## config.mk

```make
export PLATFORM = sky130hd
export DESIGN_NAME = mul4_fitness_evaluator
export DESIGN_NICKNAME = d
export VERILOG_FILES = /design/src/rtl/mul4_fitness_evaluator.sv
export SDC_FILE = /design/constraint.sdc
export NUM_CORES = 1
export LEC_CHECK = 0
export CAP_MARGIN = 30
export CORE_MARGIN = 4
export CORE_UTILIZATION = 40
export CTS_CLUSTER_SIZE = 14
export DETAILED_ROUTE_END_ITERATION = 10
export SLEW_MARGIN = 5
export SYNTH_ARGS = -nofsm -noshare
export SYNTH_HDL_FRONTEND = slang
export SYNTH_SLANG_ARGS = --single-unit
export TNS_END_PERCENT = 20
```

## constraint.sdc

```tcl
create_clock -name clk -period 10.1 [get_ports clk]
set_input_delay 1.01 -clock clk [delete_from_list [all_inputs] [get_ports clk]]
set_output_delay 1.01 -clock clk [all_outputs]
set_load 0.005 [all_outputs]
```

## src/rtl/mul4_fitness_evaluator.sv

```systemverilog
// Drives pseudo-random operands into a mul4 candidate and scores its outputs against a serial golden product.
// Optional MUL4_FAIL_CAPTURE_EN adds first-failure capture ports.
module mul4_fitness_evaluator #(
  parameter int unsigned NUM_VECTORS   = 64,
  parameter int unsigned SETTLE_CYCLES = 2,
  parameter logic [63:0] SEED          = 64'hACE1_2468_1357_BEEF,
  parameter int unsigned CNT_W         = 16
) (
  input  logic             clk,
  input  logic             rst_n,
  input  logic             start,
  output logic [15:0]      dut_a1,
  output logic [15:0]      dut_a0,
  output logic [15:0]      dut_b1,
  output logic [15:0]      dut_b0,
  input  logic [15:0]      dut_y3,
  input  logic [15:0]      dut_y2,
  input  logic [15:0]      dut_y1,
  input  logic [15:0]      dut_y0,
`ifdef MUL4_FAIL_CAPTURE_EN
  output logic             first_fail_valid,
  output logic [CNT_W-1:0] first_fail_idx,
  output logic [63:0]      first_fail_ops,
`endif
  output logic             busy,
  output logic             done,
  output logic [CNT_W-1:0] vec_count,
  output logic [CNT_W-1:0] pass_count,
  output logic [CNT_W-1:0] bit_err_count
);

  localparam logic [2:0] ST_IDLE   = 3'd0;
  localparam logic [2:0] ST_LOAD   = 3'd1;
  localparam logic [2:0] ST_SETTLE = 3'd2;
  localparam logic [2:0] ST_MULT   = 3'd3;
  localparam logic [2:0] ST_CMP    = 3'd4;
  localparam logic [2:0] ST_DONE   = 3'd5;

  localparam logic [63:0] SEED_EFF  = (SEED == 64'd0) ? 64'd1 : SEED;
  // Right-shifting Galois form of x^64+x^63+x^61+x^60+1
  localparam logic [63:0] LFSR_MASK = 64'hD800_0000_0000_0000;

  logic [2:0]       state_q;
  logic [63:0]      lfsr_q, ops_q, cap_q, prod_q, mcand_q;
  logic [31:0]      mplier_q, cyc_q;
  logic [CNT_W-1:0] vec_q, pass_q, err_q;

  logic             start_ok, last_vec, diff_zero;
  logic [63:0]      lfsr_adv, diff;
  logic [6:0]       diff_ones;
  logic [CNT_W-1:0] vec_d, pass_d, err_d;

  function automatic logic [6:0] popcount64(input logic [63:0] v);
    logic [6:0] c;
    c = '0;
    for (int i = 0; i < 64; i++) c = c + {6'd0, v[i]};
    return c;
  endfunction

  function automatic logic [CNT_W-1:0] sat_add(input logic [CNT_W-1:0] v, input logic [6:0] inc);
    logic [CNT_W:0] s;
    s = {1'b0, v} + (CNT_W+1)'(inc);
    return s[CNT_W] ? '1 : s[CNT_W-1:0];
  endfunction

  always_comb begin
    start_ok  = start && ((state_q == ST_IDLE) || (state_q == ST_DONE));
    lfsr_adv  = (lfsr_q >> 1) ^ (lfsr_q[0] ? LFSR_MASK : 64'd0);
    diff      = cap_q ^ prod_q;
    diff_zero = (diff == 64'd0);
    diff_ones = popcount64(diff);
    vec_d     = sat_add(vec_q, 7'd1);
    pass_d    = sat_add(pass_q, diff_zero ? 7'd1 : 7'd0);
    err_d     = sat_add(err_q, diff_ones);
    // A saturated vector count also ends the run so it can never stall
    last_vec  = (vec_q == '1) || ((32'(vec_q) + 32'd1) >= NUM_VECTORS);
  end

  always_ff @(posedge clk or negedge rst_n) begin
    if (!rst_n) begin
      state_q  <= ST_IDLE;
      lfsr_q   <= SEED_EFF;
      ops_q    <= '0;
      cap_q    <= '0;
      prod_q   <= '0;
      mcand_q  <= '0;
      mplier_q <= '0;
      cyc_q    <= '0;
      vec_q    <= '0;
      pass_q   <= '0;
      err_q    <= '0;
    end else begin
      unique case (state_q)
        ST_IDLE, ST_DONE: begin
          if (start_ok) begin
            vec_q   <= '0;
            pass_q  <= '0;
            err_q   <= '0;
            lfsr_q  <= SEED_EFF;
            state_q <= ST_LOAD;
          end
        end
        ST_LOAD: begin
          ops_q    <= lfsr_q;
          mcand_q  <= {32'd0, lfsr_q[63:32]};
          mplier_q <= lfsr_q[31:0];
          prod_q   <= '0;
          lfsr_q   <= lfsr_adv;
          cyc_q    <= '0;
          state_q  <= ST_SETTLE;
        end
        ST_SETTLE: begin
          if (cyc_q == SETTLE_CYCLES - 1) begin
            cap_q   <= {dut_y3, dut_y2, dut_y1, dut_y0};
            cyc_q   <= '0;
            state_q <= ST_MULT;
          end else begin
            cyc_q <= cyc_q + 32'd1;
          end
        end
        ST_MULT: begin
          prod_q   <= prod_q + (mplier_q[0] ? mcand_q : 64'd0);
          mcand_q  <= mcand_q << 1;
          mplier_q <= mplier_q >> 1;
          if (cyc_q == 32'd31) state_q <= ST_CMP;
          else cyc_q <= cyc_q + 32'd1;
        end
        ST_CMP: begin
          vec_q   <= vec_d;
          pass_q  <= pass_d;
          err_q   <= err_d;
          state_q <= last_vec ? ST_DONE : ST_LOAD;
        end
        default: state_q <= ST_IDLE;
      endcase
    end
  end

`ifdef MUL4_FAIL_CAPTURE_EN
  logic             ff_valid_q;
  logic [CNT_W-1:0] ff_idx_q;
  logic [63:0]      ff_ops_q;

  always_ff @(posedge clk or negedge rst_n) begin
    if (!rst_n) begin
      ff_valid_q <= 1'b0;
      ff_idx_q   <= '0;
      ff_ops_q   <= '0;
    end else if (start_ok) begin
      ff_valid_q <= 1'b0;
      ff_idx_q   <= '0;
      ff_ops_q   <= '0;
    end else if ((state_q == ST_CMP) && !diff_zero && !ff_valid_q) begin
      ff_valid_q <= 1'b1;
      ff_idx_q   <= vec_q;
      ff_ops_q   <= ops_q;
    end
  end

  assign first_fail_valid = ff_valid_q;
  assign first_fail_idx   = ff_idx_q;
  assign first_fail_ops   = ff_ops_q;
`endif

  assign {dut_a1, dut_a0, dut_b1, dut_b0} = ops_q;
  assign busy          = (state_q != ST_IDLE) && (state_q != ST_DONE);
  assign done          = (state_q == ST_DONE);
  assign vec_count     = vec_q;
  assign pass_count    = pass_q;
  assign bit_err_count = err_q;

endmodule

```

==> results.json, run 1 <==
{
  "cts-root-buf": "clkbuf_16",
  "postCtsHoldBufs": 0,
  "vias": 19192,
  "skew_ps": 17.7,
  "wirelength_mm": 68.3,
  "vias_per_cell": 5.42,
  "required_ps": 10580,
  "dieArea_um2": 64900,
  "yosysSeqAreaShare_pct": 44.9,
  "clock_latency_ps": 610,
  "ctsLongestPathBuffers": 3,
  "dpl.hpwl_mm": 49.2,
  "postCtsSetupRepairBufs": 0,
  "synth_async_sr_flop_share_pct": 100,
  "placed_area_um2": 26900,
  "cp_slowest_cell": "fa_1",
  "cts_tree": "built",
  "drt_iter0_drc": 1296,
  "crit_chain": "xor2_1, fa_1, fa_1, fa_1, inv_1, fa_1, inv_1, fa_1, fa_1, fa_1, inv_1, fa_1, inv_1, fa_1, a21o_1, a21oi_1, o21ai_0, a21o_1, a21oi_1, o21ai_0, o211ai_1, buf_4, a41o_1, nor2_1",
  "final_cell_area_um2": 28800,
  "critPathLaunchType": "register",
  "min_path_type": "primary input to async pin",
  "post-route-period-util_pct": 73.1,
  "die_y_um": 255,
  "synth_top_cell_area_share_pct": 41.2,
  "cp-end-kind": "register",
  "status": "finished, final reports clean",
  "first_pass_iters": 5,
  "ys_ff_latch": 435,
  "crit_path_max_fanout": 10,
  "grt_pass1_vias": 18934,
  "placed_cells": 3445,
  "cp_slowest_stage_delay_ps": 550,
  "synthFlopType": "dfrtp_1",
  "grt_usage_pct": 21.0,
  "netlist_instances": 2590,
  "yosysTopAreaCell": "dfrtp_1",
  "routabilityCongestion": 0.913,
  "ios": 181,
  "worstPathArrival_ps": 7860,
  "antenna_found_initial": 8,
  "start_util_pct": 40.4,
  "ys_warn_count": 0,
  "synth_nets": 2810,
  "h-tree-depth": 2,
  "grt_first_pass_wirelength_mm": 108,
  "synth.avg_cell_area_um2": 9.40,
  "finalHoldViolations": 0,
  "setup_viol": 0,
  "clock_sinks": 435,
  "grt_max_degree": 163,
  "synth_edf_count": 0,
  "drc": 0,
  "io_buffer_count": 180,
  "numCtsBuffers": 52,
  "path_common_cell": "fa_1",
  "cp_top_family": "adder cells",
  "drv_cap": 0,
  "placementRows": 90,
  "ctsResizeCount": 0,
  "n_fill_cell": 5681,
  "die_w_um": 255,
  "area_growth_syn_to_layout_pct": 18.3,
  "fin_tns_setup_ps": 0,
  "tightest_slew_ps": 975,
  "synthDistinctLibCells": 77,
  "slew_viol_final": 0,
  "gr-total-overflow": 0,
  "finalCriticalPeriod_ps": 7380,
  "stdcell_count": 3544,
  "drtAntennaViolNets": 0,
  "rsz0062_at_grt": "no",
  "drive_above_1_share_pct": 8.62,
  "slew_headroom_pct": 35.0,
  "wl_per_cell_um": 19.3,
  "worst-setup-path-type": "register to register",
  "core_um2": 60400,
  "final_nets": 2937,
  "timing.fmax_mhz": 135,
  "critPathBufInv": 5,
  "syn-cell-area_um2": 24400,
  "path_clk_slew_ps": 60,
  "synth_area_leaders": "dfrtp_1 41%, nand2_1 8.9%, ha_1 4.9%, o21ai_0 4.8%, fa_1 4.7%"
}
[layout by cell type, fill, tap and decap left out, drive strengths merged, types with 66 or more instances in the layout]
master,Yosys,routed
nand2,578,578
o21ai,253,253
a21oi,128,128
inv,82,82
clkdlybuf4s50,0,179
xnor2,74,74
mux2i,66,66
xor2,84,84
and2,77,77
clkbuf,111,76
dfrtp,401,401
ha,96,96
nor2,106,106
[metrics by stage]
| stage | hold slack, ps | setup WS (ps) | util (%) |
|---|---|---|---|
| 2_1_floorplan | 446 | 3220 | - |
| 3_3_place_gp | 458 | 2620 | 44.5 |
| 3_5_place_dp | 462 | 2720 | 44.6 |
| 4_1_cts | 425 | 2690 | 47.7 |
| 5_1_grt | 449 | 2390 | 47.7 |
| 6_report | 399 | 2720 | 47.7 |
[cell usage after synthesis, types with 66 or more instances]
library cell  number
nand2_1          577
and2_1            75
xnor2_1           74
o21ai_0          236
dfrtp_1          401
a21oi_1          127
xor2_1            84
nor2_1           106
clkbuf_1         111
mux2i_1           66
ha_1              96
inv_1             82
[cells by family after synthesis]
group	Yosys count	synth area share [%]
AOI/OAI and AO/OA	543	13.4
xor gates and xnor gates	158	5.68
adders and majority gates	153	9.62
buffers and inverters	213	3.31
DFF	435	44.9
muxes	131	5.72
and+or+nand+nor	957	17.4
[final timing paths]
kind                                   startpoint                           end  slack, ps  depth (start not counted)
hold / removal                              rst_n     pass_count[6]$_DFFE_PN0P_        400                          1
max in group asynchronous                   rst_n         cap_q[57]$_DFFE_PN0P_       7560                          3
min in group clk             ops_q[5]$_DFFE_PN0P_          ops_q[5]$_DFFE_PN0P_        480                          2
hold reg to reg              ops_q[5]$_DFFE_PN0P_          ops_q[5]$_DFFE_PN0P_        480                          2
setup / recovery           prod_q[34]$_DFFE_PN0P_  bit_err_count[9]$_DFFE_PN0P_       2720                         24
setup reg to reg           prod_q[34]$_DFFE_PN0P_  bit_err_count[9]$_DFFE_PN0P_       2720                         24
[registers in the layout, summed over array words and instances (netlist names)]
register       flops
cap_q             64
state_q            3
lfsr_q            64
mplier_q          32
cyc_q             32
mcand_q           64
prod_q            64
vec_count         16
ops_q             64
pass_count        16
bit_err_count     16
[metal layers]
metal	global-route usage, %	wire [um]
met1	29.3	30900
met2	34.3	32200
met3	3.46	3510
met4	5.49	1600
met5	0	47
[layout make-up]
class	instances	area, um^2	share of cell area, %
Sequential cell	435	10900	37.9
Clock buffer	76	1510	5.25
Inverter	82	308	1.07
Antenna cell	1	2.50	0.00869
Multi-Input combinational cell	1942	12600	43.9
Clock inverter	22	384	1.33
Timing Repair Buffer	204	2050	7.12
Tap cell	782	978	3.40
[worst reg2reg max path: stages (launching register included)]
cell      delay [ps]
dfrtp_1          410
xor2_1           310
fa_1             490
fa_1             440
fa_1             550
inv_1             70
fa_1             530
inv_1             50
fa_1             530
fa_1             450
fa_1             540
inv_1             50
fa_1             520
inv_1             70
fa_1             460
a21o_1           220
a21oi_1          220
o21ai_0          110
a21o_1           210
a21oi_1          190
o21ai_0          110
o211ai_1         230
buf_4            270
a41o_1           190
nor2_1            40
Power of run 1 is left out: the tool's default activity adds up to more than one toggle a clock period on the data nets, which glitch-free logic cannot reach.
==> run 2: changes to the inputs <==
==> constraint.sdc (replaced) <==
create_clock -name clk -period 6 [get_ports clk]
set_input_delay 0.6 -clock clk [delete_from_list [all_inputs] [get_ports clk]]
set_output_delay 0.6 -clock clk [all_outputs]
set_load 0.005 [all_outputs]
==> results.json, run 2 (synthesis gave the netlist of run 1 again) <==
{
  "drc": 0,
  "placementRows": 90,
  "rsz0062_at_grt": "yes",
  "required_ps": 6480,
  "path_clk_slew_ps": 60,
  "post-route-period-util_pct": 117,
  "worstPathArrival_ps": 7480,
  "grt_usage_pct": 20.6,
  "fin_tns_setup_ps": -15080,
  "wirelength_mm": 67.4,
  "slew_viol_final": 0,
  "area_growth_syn_to_layout_pct": 21.6,
  "path_common_cell": "fa_1",
  "grt_first_pass_wirelength_mm": 108,
  "finalHoldViolations": 0,
  "critPathLaunchType": "register",
  "finalCriticalPeriod_ps": 7000,
  "start_util_pct": 40.4,
  "skew_ps": 30.1,
  "final_nets": 3034,
  "die_y_um": 255,
  "tightest_slew_ps": 1180,
  "cp-end-kind": "register",
  "vias": 19358,
  "n_fill_cell": 5623,
  "wl_per_cell_um": 18.5,
  "drtAntennaViolNets": 0,
  "dieArea_um2": 64900,
  "gr-total-overflow": 0,
  "critPathBufInv": 6,
  "pre_cts_slack_ps": -1200,
  "cp_slowest_stage_delay_ps": 540,
  "clock_latency_ps": 620,
  "drive_above_1_share_pct": 12.6,
  "final_common_cell": "nand2_1",
  "io_buffer_count": 180,
  "drt_iter0_drc": 1143,
  "worst-setup-path-type": "register to register",
  "final_core_util_pct": 49.1,
  "status": "finished with violations",
  "vias_per_cell": 5.32,
  "slew_headroom_pct": 21.2,
  "min_path_type": "register to register",
  "cp_top_family": "adder cells",
  "h-tree-depth": 2,
  "violations": "setup timing",
  "crit_path_max_fanout": 4,
  "clock_sinks": 435,
  "antenna_found_initial": 7,
  "first_pass_iters": 5,
  "cts-root-buf": "clkbuf_16",
  "routabilityCongestion": 0.920,
  "setup_viol": 16,
  "die_w_um": 255,
  "timing.fmax_mhz": 143,
  "ios": 181,
  "grt_pass1_vias": 19304,
  "final_cell_mix": "577 x nand2_1, 399 x dfrtp_1, 232 x o21ai_0",
  "drv_cap": 0,
  "core_um2": 60400,
  "grt_max_degree": 236,
  "dpl.hpwl_mm": 48.5,
  "cts_tree": "built",
  "numCtsBuffers": 50,
  "cp_slowest_cell": "fa_1",
  "whs_ps": 474,
  "ctsLongestPathBuffers": 3,
  "layout_setup_ws_ps": -1000
}
run 2: through the flow:
step	std cells	instance area [um^2]
after CTS	3632	29500
after global placement	3530	27600
final	3642	29600
after detailed placement	3531	27600
after global routing	3638	29600
after floorplan	2590	24400
run 2: repair_timing:
| action | CTS | global route |
|---|---|---|
| gates resized for setup | 14 | 4 |
| pin swaps | 11 | 3 |
| cloned | 0 | 0 |
| hold endpoints to repair | 3 | 0 |
| setup endpoints to repair | 16 | 16 |
| setup buffers | 6 | 3 |
| hold buffers | 1 | 0 |
run 2: area by class of cell:
cell class	instances	area, um^2	share of cell area [%]
Clock buffer	68	1410	4.76
Multi-Input combinational cell	1942	12800	43.1
Clock inverter	26	364	1.23
Sequential cell	435	10900	36.9
Inverter	82	308	1.04
Antenna cell	4	10.0	0.0338
Tap cell	782	978	3.30
Timing Repair Buffer	303	2850	9.62
run 2: worst paths after layout:
check | startpoint | endpoint | slack (ps) | depth (start not counted)
max in group asynchronous | rst_n | bit_err_count[2]$_DFFE_PN0P_ | 4080 | 3
worst max register to register | cap_q[32]$_DFFE_PN0P_ | bit_err_count[11]$_DFFE_PN0P_ | -1000 | 26
worst min-delay path | ops_q[10]$_DFFE_PN0P_ | ops_q[10]$_DFFE_PN0P_ | 470 | 2
min in group asynchronous | rst_n | pass_count[10]$_DFFE_PN0P_ | 580 | 2
worst max-delay path | cap_q[32]$_DFFE_PN0P_ | bit_err_count[11]$_DFFE_PN0P_ | -1000 | 26
worst min register to register | ops_q[10]$_DFFE_PN0P_ | ops_q[10]$_DFFE_PN0P_ | 470 | 2
run 2: per-layer routing:
| metal | up-vias | global-route usage, % | share of wire [%] |
|---|---|---|---|
| met5 | - | 0 | 0.040 |
| met4 | 4 | 6.45 | 3.0 |
| met3 | 108 | 3.26 | 5.2 |
| met2 | 453 | 33.9 | 47 |
| met1 | 9468 | 28.3 | 45 |
| li1 | 9325 | - | - |
run 2: worst reg2reg max path, cell delays in order, from the launching register on:
cell and delay [ps]:
dfrtp_1 400, xnor2_2 270, fa_1 450, fa_1 500, inv_1 50, fa_1 500, inv_1 50, fa_1 490
inv_2 40, fa_1 520, fa_1 440, fa_1 540, fa_1 430, inv_2 80, fa_2 210, inv_2 50
fa_2 380, a21o_1 180, a21oi_2 140, o21ai_1 80, a21o_1 190, a21oi_2 180, o21ai_1 80, o211ai_1 200
buf_4 190, and4_1 190, nor3_1 50
Power of run 2 is left out for the same reason.
